## src/rtl/cache_evt_pkg.sv

```systemverilog
// Shared types for the cache event arbiter: source encoding and the report record.
package cache_evt_pkg;

    localparam logic SRC_ICACHE = 1'b0;
    localparam logic SRC_DCACHE = 1'b1;

    typedef struct packed {
        logic src;
        logic miss;
    } evt_t;

endpackage

```

## src/rtl/cache_evt_fifo.sv

```systemverilog
// Pointer-based event FIFO; a push into a full FIFO succeeds when a pop happens in the same cycle.
module cache_evt_fifo #(
    parameter int DEPTH = 4,
    parameter int W     = 1
) (
    input  logic         clk,
    input  logic         rst_n,
    input  logic         i_push,
    input  logic [W-1:0] i_data,
    input  logic         i_pop,
    output logic [W-1:0] o_data,
    output logic         o_empty,
    output logic         o_drop
);

    localparam int AW = $clog2(DEPTH);
    localparam logic [AW:0] PTR_ONE = {{AW{1'b0}}, 1'b1};

    logic [AW:0]  r_wr_ptr;
    logic [AW:0]  r_rd_ptr;
    logic [W-1:0] r_mem [DEPTH];
    logic         w_full;
    logic         w_push_ok;
    logic         w_pop_ok;

    // Extra pointer MSB distinguishes full from empty when the indices match.
    assign w_full    = (r_wr_ptr[AW] != r_rd_ptr[AW]) && (r_wr_ptr[AW-1:0] == r_rd_ptr[AW-1:0]);
    assign o_empty   = (r_wr_ptr == r_rd_ptr);
    assign w_pop_ok  = i_pop & ~o_empty;
    assign w_push_ok = i_push & (~w_full | w_pop_ok);
    assign o_drop    = i_push & ~w_push_ok;
    assign o_data    = r_mem[r_rd_ptr[AW-1:0]];

    always_ff @(posedge clk) begin
        if (w_push_ok) begin
            r_mem[r_wr_ptr[AW-1:0]] <= i_data;
        end
    end

    always_ff @(posedge clk or negedge rst_n) begin
        if (!rst_n) begin
            r_wr_ptr <= '0;
            r_rd_ptr <= '0;
        end else begin
            if (w_push_ok) r_wr_ptr <= r_wr_ptr + PTR_ONE;
            if (w_pop_ok)  r_rd_ptr <= r_rd_ptr + PTR_ONE;
        end
    end

endmodule

```

## src/rtl/cache_evt_arbiter.sv

```systemverilog
// Counts I/D-cache accesses and misses with saturation, and round-robin merges the
// buffered events onto one valid/ready report channel without ever stalling the caches.
module cache_evt_arbiter
    import cache_evt_pkg::*;
#(
    parameter int CNT_W      = 64,
    parameter int FIFO_DEPTH = 4
) (
    input  logic             clk,
    input  logic             rst_n,
    input  logic             icache_valid,
    input  logic             icache_miss,
    input  logic             dcache_valid,
    input  logic             dcache_miss,
    input  logic             freeze,
    input  logic             clear,
    output logic             rpt_valid,
    input  logic             rpt_ready,
    output logic             rpt_src,
    output logic             rpt_miss,
    output logic [CNT_W-1:0] icache_acc_cnt,
    output logic [CNT_W-1:0] icache_mis_cnt,
    output logic [CNT_W-1:0] dcache_acc_cnt,
    output logic [CNT_W-1:0] dcache_mis_cnt,
    output logic             drop_sticky
);

    localparam logic [CNT_W-1:0] CNT_ONE = {{(CNT_W-1){1'b0}}, 1'b1};

    function automatic logic [CNT_W-1:0] sat_inc(input logic [CNT_W-1:0] v, input logic en);
        return (en && (v != '1)) ? v + CNT_ONE : v;
    endfunction

    logic [CNT_W-1:0] r_ic_acc, r_ic_mis, r_dc_acc, r_dc_mis;
    logic             r_drop;
    logic             r_ptr;
    logic             r_rpt_valid;
    evt_t             r_rpt;

    logic w_i_evt, w_d_evt;
    logic w_i_data, w_d_data;
    logic w_i_empty, w_d_empty;
    logic w_i_drop, w_d_drop;
    logic w_i_pop, w_d_pop;
    logic w_load_en, w_any, w_contested, w_take;
    logic w_grant_src;

    assign w_i_evt = icache_valid & ~freeze;
    assign w_d_evt = dcache_valid & ~freeze;

    cache_evt_fifo #(.DEPTH(FIFO_DEPTH), .W(1)) u_ififo (
        .clk(clk), .rst_n(rst_n),
        .i_push(w_i_evt), .i_data(icache_miss), .i_pop(w_i_pop),
        .o_data(w_i_data), .o_empty(w_i_empty), .o_drop(w_i_drop)
    );

    cache_evt_fifo #(.DEPTH(FIFO_DEPTH), .W(1)) u_dfifo (
        .clk(clk), .rst_n(rst_n),
        .i_push(w_d_evt), .i_data(dcache_miss), .i_pop(w_d_pop),
        .o_data(w_d_data), .o_empty(w_d_empty), .o_drop(w_d_drop)
    );

    // The report register refills whenever it is empty or being consumed this cycle.
    assign w_load_en   = ~r_rpt_valid | rpt_ready;
    assign w_any       = ~w_i_empty | ~w_d_empty;
    assign w_contested = ~w_i_empty & ~w_d_empty;
    assign w_take      = w_load_en & w_any;

    always_comb begin
        w_grant_src = SRC_ICACHE;
        if (w_contested) w_grant_src = r_ptr;
        else if (!w_d_empty) w_grant_src = SRC_DCACHE;
    end

    assign w_i_pop = w_take & (w_grant_src == SRC_ICACHE);
    assign w_d_pop = w_take & (w_grant_src == SRC_DCACHE);

    always_ff @(posedge clk or negedge rst_n) begin
        if (!rst_n) begin
            r_rpt_valid <= 1'b0;
            r_rpt       <= '0;
            r_ptr       <= SRC_ICACHE;
        end else if (w_load_en) begin
            r_rpt_valid <= w_any;
            if (w_any) begin
                r_rpt.src  <= w_grant_src;
                r_rpt.miss <= (w_grant_src == SRC_DCACHE) ? w_d_data : w_i_data;
            end
            // Only a contested grant moves the pointer, to the source that lost.
            if (w_take && w_contested) r_ptr <= ~w_grant_src;
        end
    end

    always_ff @(posedge clk or negedge rst_n) begin
        if (!rst_n) begin
            r_ic_acc <= '0;
            r_ic_mis <= '0;
            r_dc_acc <= '0;
            r_dc_mis <= '0;
            r_drop   <= 1'b0;
        end else if (clear) begin
            r_ic_acc <= '0;
            r_ic_mis <= '0;
            r_dc_acc <= '0;
            r_dc_mis <= '0;
            r_drop   <= 1'b0;
        end else begin
            r_ic_acc <= sat_inc(r_ic_acc, w_i_evt);
            r_ic_mis <= sat_inc(r_ic_mis, w_i_evt & icache_miss);
            r_dc_acc <= sat_inc(r_dc_acc, w_d_evt);
            r_dc_mis <= sat_inc(r_dc_mis, w_d_evt & dcache_miss);
            r_drop   <= r_drop | w_i_drop | w_d_drop;
        end
    end

    assign rpt_valid      = r_rpt_valid;
    assign rpt_src        = r_rpt.src;
    assign rpt_miss       = r_rpt.miss;
    assign icache_acc_cnt = r_ic_acc;
    assign icache_mis_cnt = r_ic_mis;
    assign dcache_acc_cnt = r_dc_acc;
    assign dcache_mis_cnt = r_dc_mis;
    assign drop_sticky    = r_drop;

endmodule

```

## config.mk

```make
export PLATFORM = sky130hd
export DESIGN_NAME = cache_evt_arbiter
export DESIGN_NICKNAME = d
export VERILOG_FILES = /design/src/rtl/cache_evt_pkg.sv /design/src/rtl/cache_evt_fifo.sv /design/src/rtl/cache_evt_arbiter.sv
export SDC_FILE = /design/constraint.sdc
export NUM_CORES = 1
export LEC_CHECK = 0
export ABC_CLOCK_PERIOD_IN_PS = 3700
export CAP_MARGIN = 10
export CORE_ASPECT_RATIO = 0.7
export CORE_MARGIN = 5
export CORE_UTILIZATION = 59
export CTS_CLUSTER_DIAMETER = 40
export DETAILED_ROUTE_END_ITERATION = 10
export HOLD_SLACK_MARGIN = 0.06
export PLACE_DENSITY = 0.9
export SLEW_MARGIN = 0
export SYNTH_ARGS = -nofsm -noshare
export SYNTH_HDL_FRONTEND = slang
export SYNTH_HIERARCHICAL = 1
export SYNTH_SLANG_ARGS = --single-unit
```

## constraint.sdc

```tcl
create_clock -name clk -period 3.7 [get_ports clk]
set_input_delay 0.555 -clock clk [delete_from_list [all_inputs] [get_ports clk]]
set_output_delay 0.555 -clock clk [all_outputs]
set_load 0.01 [all_outputs]
```

==> results.py <==
metrics = {
    "routing": {
        "drtAntennaViolNets": 0,
        "drc": 0,
        "routedWlPerCell_um": 21.4,
        "vias_per_cell": 6.68,
        "drt-total-wl_um": 52200,
        "first_iter_violations": 1838,
        "num_vias": 16300,
        "drt-pass1-iter-count": 7,
    },
    "global_route": {
        "grt_use_total_pct": 32.6,
        "grt_max_degree": 148,
        "grt_pass1_wl_um": 83500,
        "gr-total-overflow": 0,
        "antenna_found_initial": 0,
        "grt_pass1_vias": 15700,
    },
    "placement": {
        "dp_hpwl_um": 36700,
        "gp_congestion": 1.00,
        "portBuffers": 268,
    },
    "worst_setup_path": {
        "cp-start-kind": "flip-flop",
        "crit_required_ps": 4090,
        "critPathKind": "flip-flop to flip-flop",
        "crit_arrival_ps": 3680,
        "end_kind": "flip-flop",
        "crit_fanout": 14,
    },
    "logic_synthesis": {
        "synth_seq_cells": 281,
        "ys_warn_count": 6,
        "syn_nets": 1818,
        "yosysTopAreaCellShare_pct": 42.2,
        "synth-edff-count": 8,
        "synthFlopType": "dfrtp_1",
        "syn-cell-area_sq_mm": 0.0162,
        "synth_area_leader_cell": "dfrtp_1",
        "netlist_top_cells_count": "273 x dfrtp_1, 202 x nor2_1, 135 x nand2_1",
        "ys_types": 75,
        "async_reset_ff_share_pct": 97.2,
        "synth_most_common_cell": "dfrtp_1",
        "synthCells": 1795,
        "synth-seq-area-share_pct": 43.7,
        "ys_top_cells_by_area": "dfrtp_1 42%, nor2_1 4.7%, xor2_1 4.4%",
        "syn_avg_cell_area_sq_um": 9.01,
    },
    "floorplan": {
        "die_w_um": 208,
        "start_util_pct": 60.1,
        "io-pin-count": 269,
        "die_y_um": 149,
        "rows": 50,
        "dieArea_sq_mm": 0.0309,
        "core-area_sq_mm": 0.0269,
    },
    "sta": {
        "max_slew_margin_pct": 31.6,
        "skew_ps": 18.4,
        "fin_crit_ps": 3290,
        "finalMaxSlewViolations": 0,
        "grt_setup_unrepaired": "false",
        "final_hold_viol_count": 0,
        "worstMarginPinSlew_ps": 1030,
        "min_period_over_period_pct": 88.9,
        "tns_ps": 0,
        "whs_ps": 485,
        "max_freq_mhz": 304,
        "finalSetupViolCount": 0,
    },
    "cts": {
        "path_clk_slew_ps": 60,
        "post_cts_resized": 0,
        "clock_sinks": 281,
        "post_cts_buffers": 0,
        "cts_buffer_depth": 3,
        "numCtsBuffers": 37,
        "cts_root_buffer": "clkbuf_16",
        "h-tree-depth": 2,
        "cts_tree": "built",
        "ctsHoldBuffers": 1,
        "clock_latency_ps": 520,
    },
    "layout": {
        "final_nets": 2080,
        "antenna_cells": 0,
        "syn_to_final_growth_pct": 27.3,
        "final_layout_size_suffix_gt1_share_pct": 8.65,
        "fill_cells": 1817,
    },
    "flow_run": {
        "drv_cap": 0,
    },
    "power_and_ir_drop": {
        "p_leak_nw": 7.68,
        "p_per_area_mw_per_mm2": 389,
        "peakVddDrop_v": 0.000301,
    },
    "status": {
        "status": "finished, final reports clean",
    },
    "worst_hold_path": {
        "hold_class": "flip-flop to flip-flop",
    },
}
==> cells by family (layout without fill, tap and decap cells) <==
| family | Yosys count | in the layout | synth area share, % |
|---|---|---|---|
| AOI/OAI and AO/OA | 305 | 305 | 11.6 |
| xor gates and xnor gates | 125 | 125 | 6.77 |
| adders and majority gates | 14 | 14 | 1.08 |
| buffers and inverters | 104 | 391 | 2.72 |
| DFF | 281 | 281 | 43.7 |
| muxes | 32 | 32 | 2.35 |
| and+or+nand+nor | 934 | 934 | 31.8 |
==> cell type report <==
type                    instances  area (sq um)  area share, %
clock buffers                  44          1010           4.91
clock inverters                20           275           1.34
inverters                      23          86.3          0.419
multi-input cells            1410          8670           42.1
flip-flops and latches        281          7070           34.3
well taps                     364           455           2.21
repair buffers                304          3030           14.7
==> power breakdown <==
group	switching, mW	internal, mW	leakage [nW]	total [mW]
Combinational	0.549	0.374	3.21	0.923
Sequential	0.133	3.20	3.85	3.33
Clock	1.44	2.33	0.625	3.77
==> cell usage in the layout, fill, tap and decap left out, types with 9 or more instances in the layout <==
cell type	n
nand2_1	135
o31ai_1	52
and3_1	40
o2111ai_1	10
and4_1	22
and2_1	18
clkbuf_16	37
nor2b_1	31
dfrtp_1	273
xor2_1	81
nor3_1	42
and3_2	9
o211ai_1	13
buf_4	30
o21ai_0	55
nor4_1	44
or3_1	62
o21ai_1	16
nor2_1	202
inv_1	22
or4_1	59
nand4_1	93
a21oi_1	119
clkdlybuf4s50_1	266
mux2_2	25
xnor2_1	44
ha_1	14
nand3_1	113
==> path summary, 6_finish.rpt <==
kind                               startpoint                  to  slack (ps)  depth (start not counted)
setup / recovery           icache_mis_cnt[51]  icache_mis_cnt[53]         410                          6
hold / removal                          r_ptr               r_ptr         480                          1
setup reg to reg           icache_mis_cnt[51]  icache_mis_cnt[53]         410                          6
hold reg to reg                         r_ptr               r_ptr         480                          1
max in group asynchronous               rst_n  dcache_acc_cnt[49]        2160                          3
min in group asynchronous               rst_n            rpt_miss         620                          2
==> worst max-delay path, cell delays in order, from the launching register on <==
cell and delay (ps):
dfrtp_1 480, nand4_1 190, nor4_1 720, nand2_1 570, o211ai_2 710, nor4_1 130, mux2_1 350
==> metrics by stage <==
step | instance area, sq um | util [%] | cells | power (mW) | setup WS (ps)
CTS | 20600 | 76.6 | 2446 | 8.06 | 530
detailed placement | 19300 | 71.7 | 2381 | 4.29 | 568
global route | 20600 | 76.6 | 2446 | 8.33 | 260
floorplan | 16200 | - | 1795 | 3.98 | 1130
finish | 20600 | 76.6 | 2446 | 8.02 | 411
global placement | 19300 | 71.7 | 2381 | 4.22 | 662
==> sequential cells by signal, indices dropped and copies added, names as in the netlist, 4 cells and up <==
register,cells
u_ififo/r_mem,4
icache_acc_cnt,64
u_dfifo/r_mem,4
dcache_mis_cnt,64
icache_mis_cnt,64
dcache_acc_cnt,64
==> routing by layer <==
layer | global-route usage (%) | vias to the layer above | part of all wire [%]
li1 | - | 7198 | -
met1 | 47.3 | 7902 | 41
met5 | 0 | - | 0
met3 | 7.59 | 167 | 12
met4 | 10.7 | 0 | 3.4
met2 | 48.7 | 1068 | 44
Power figures use the tool's default switching activity.
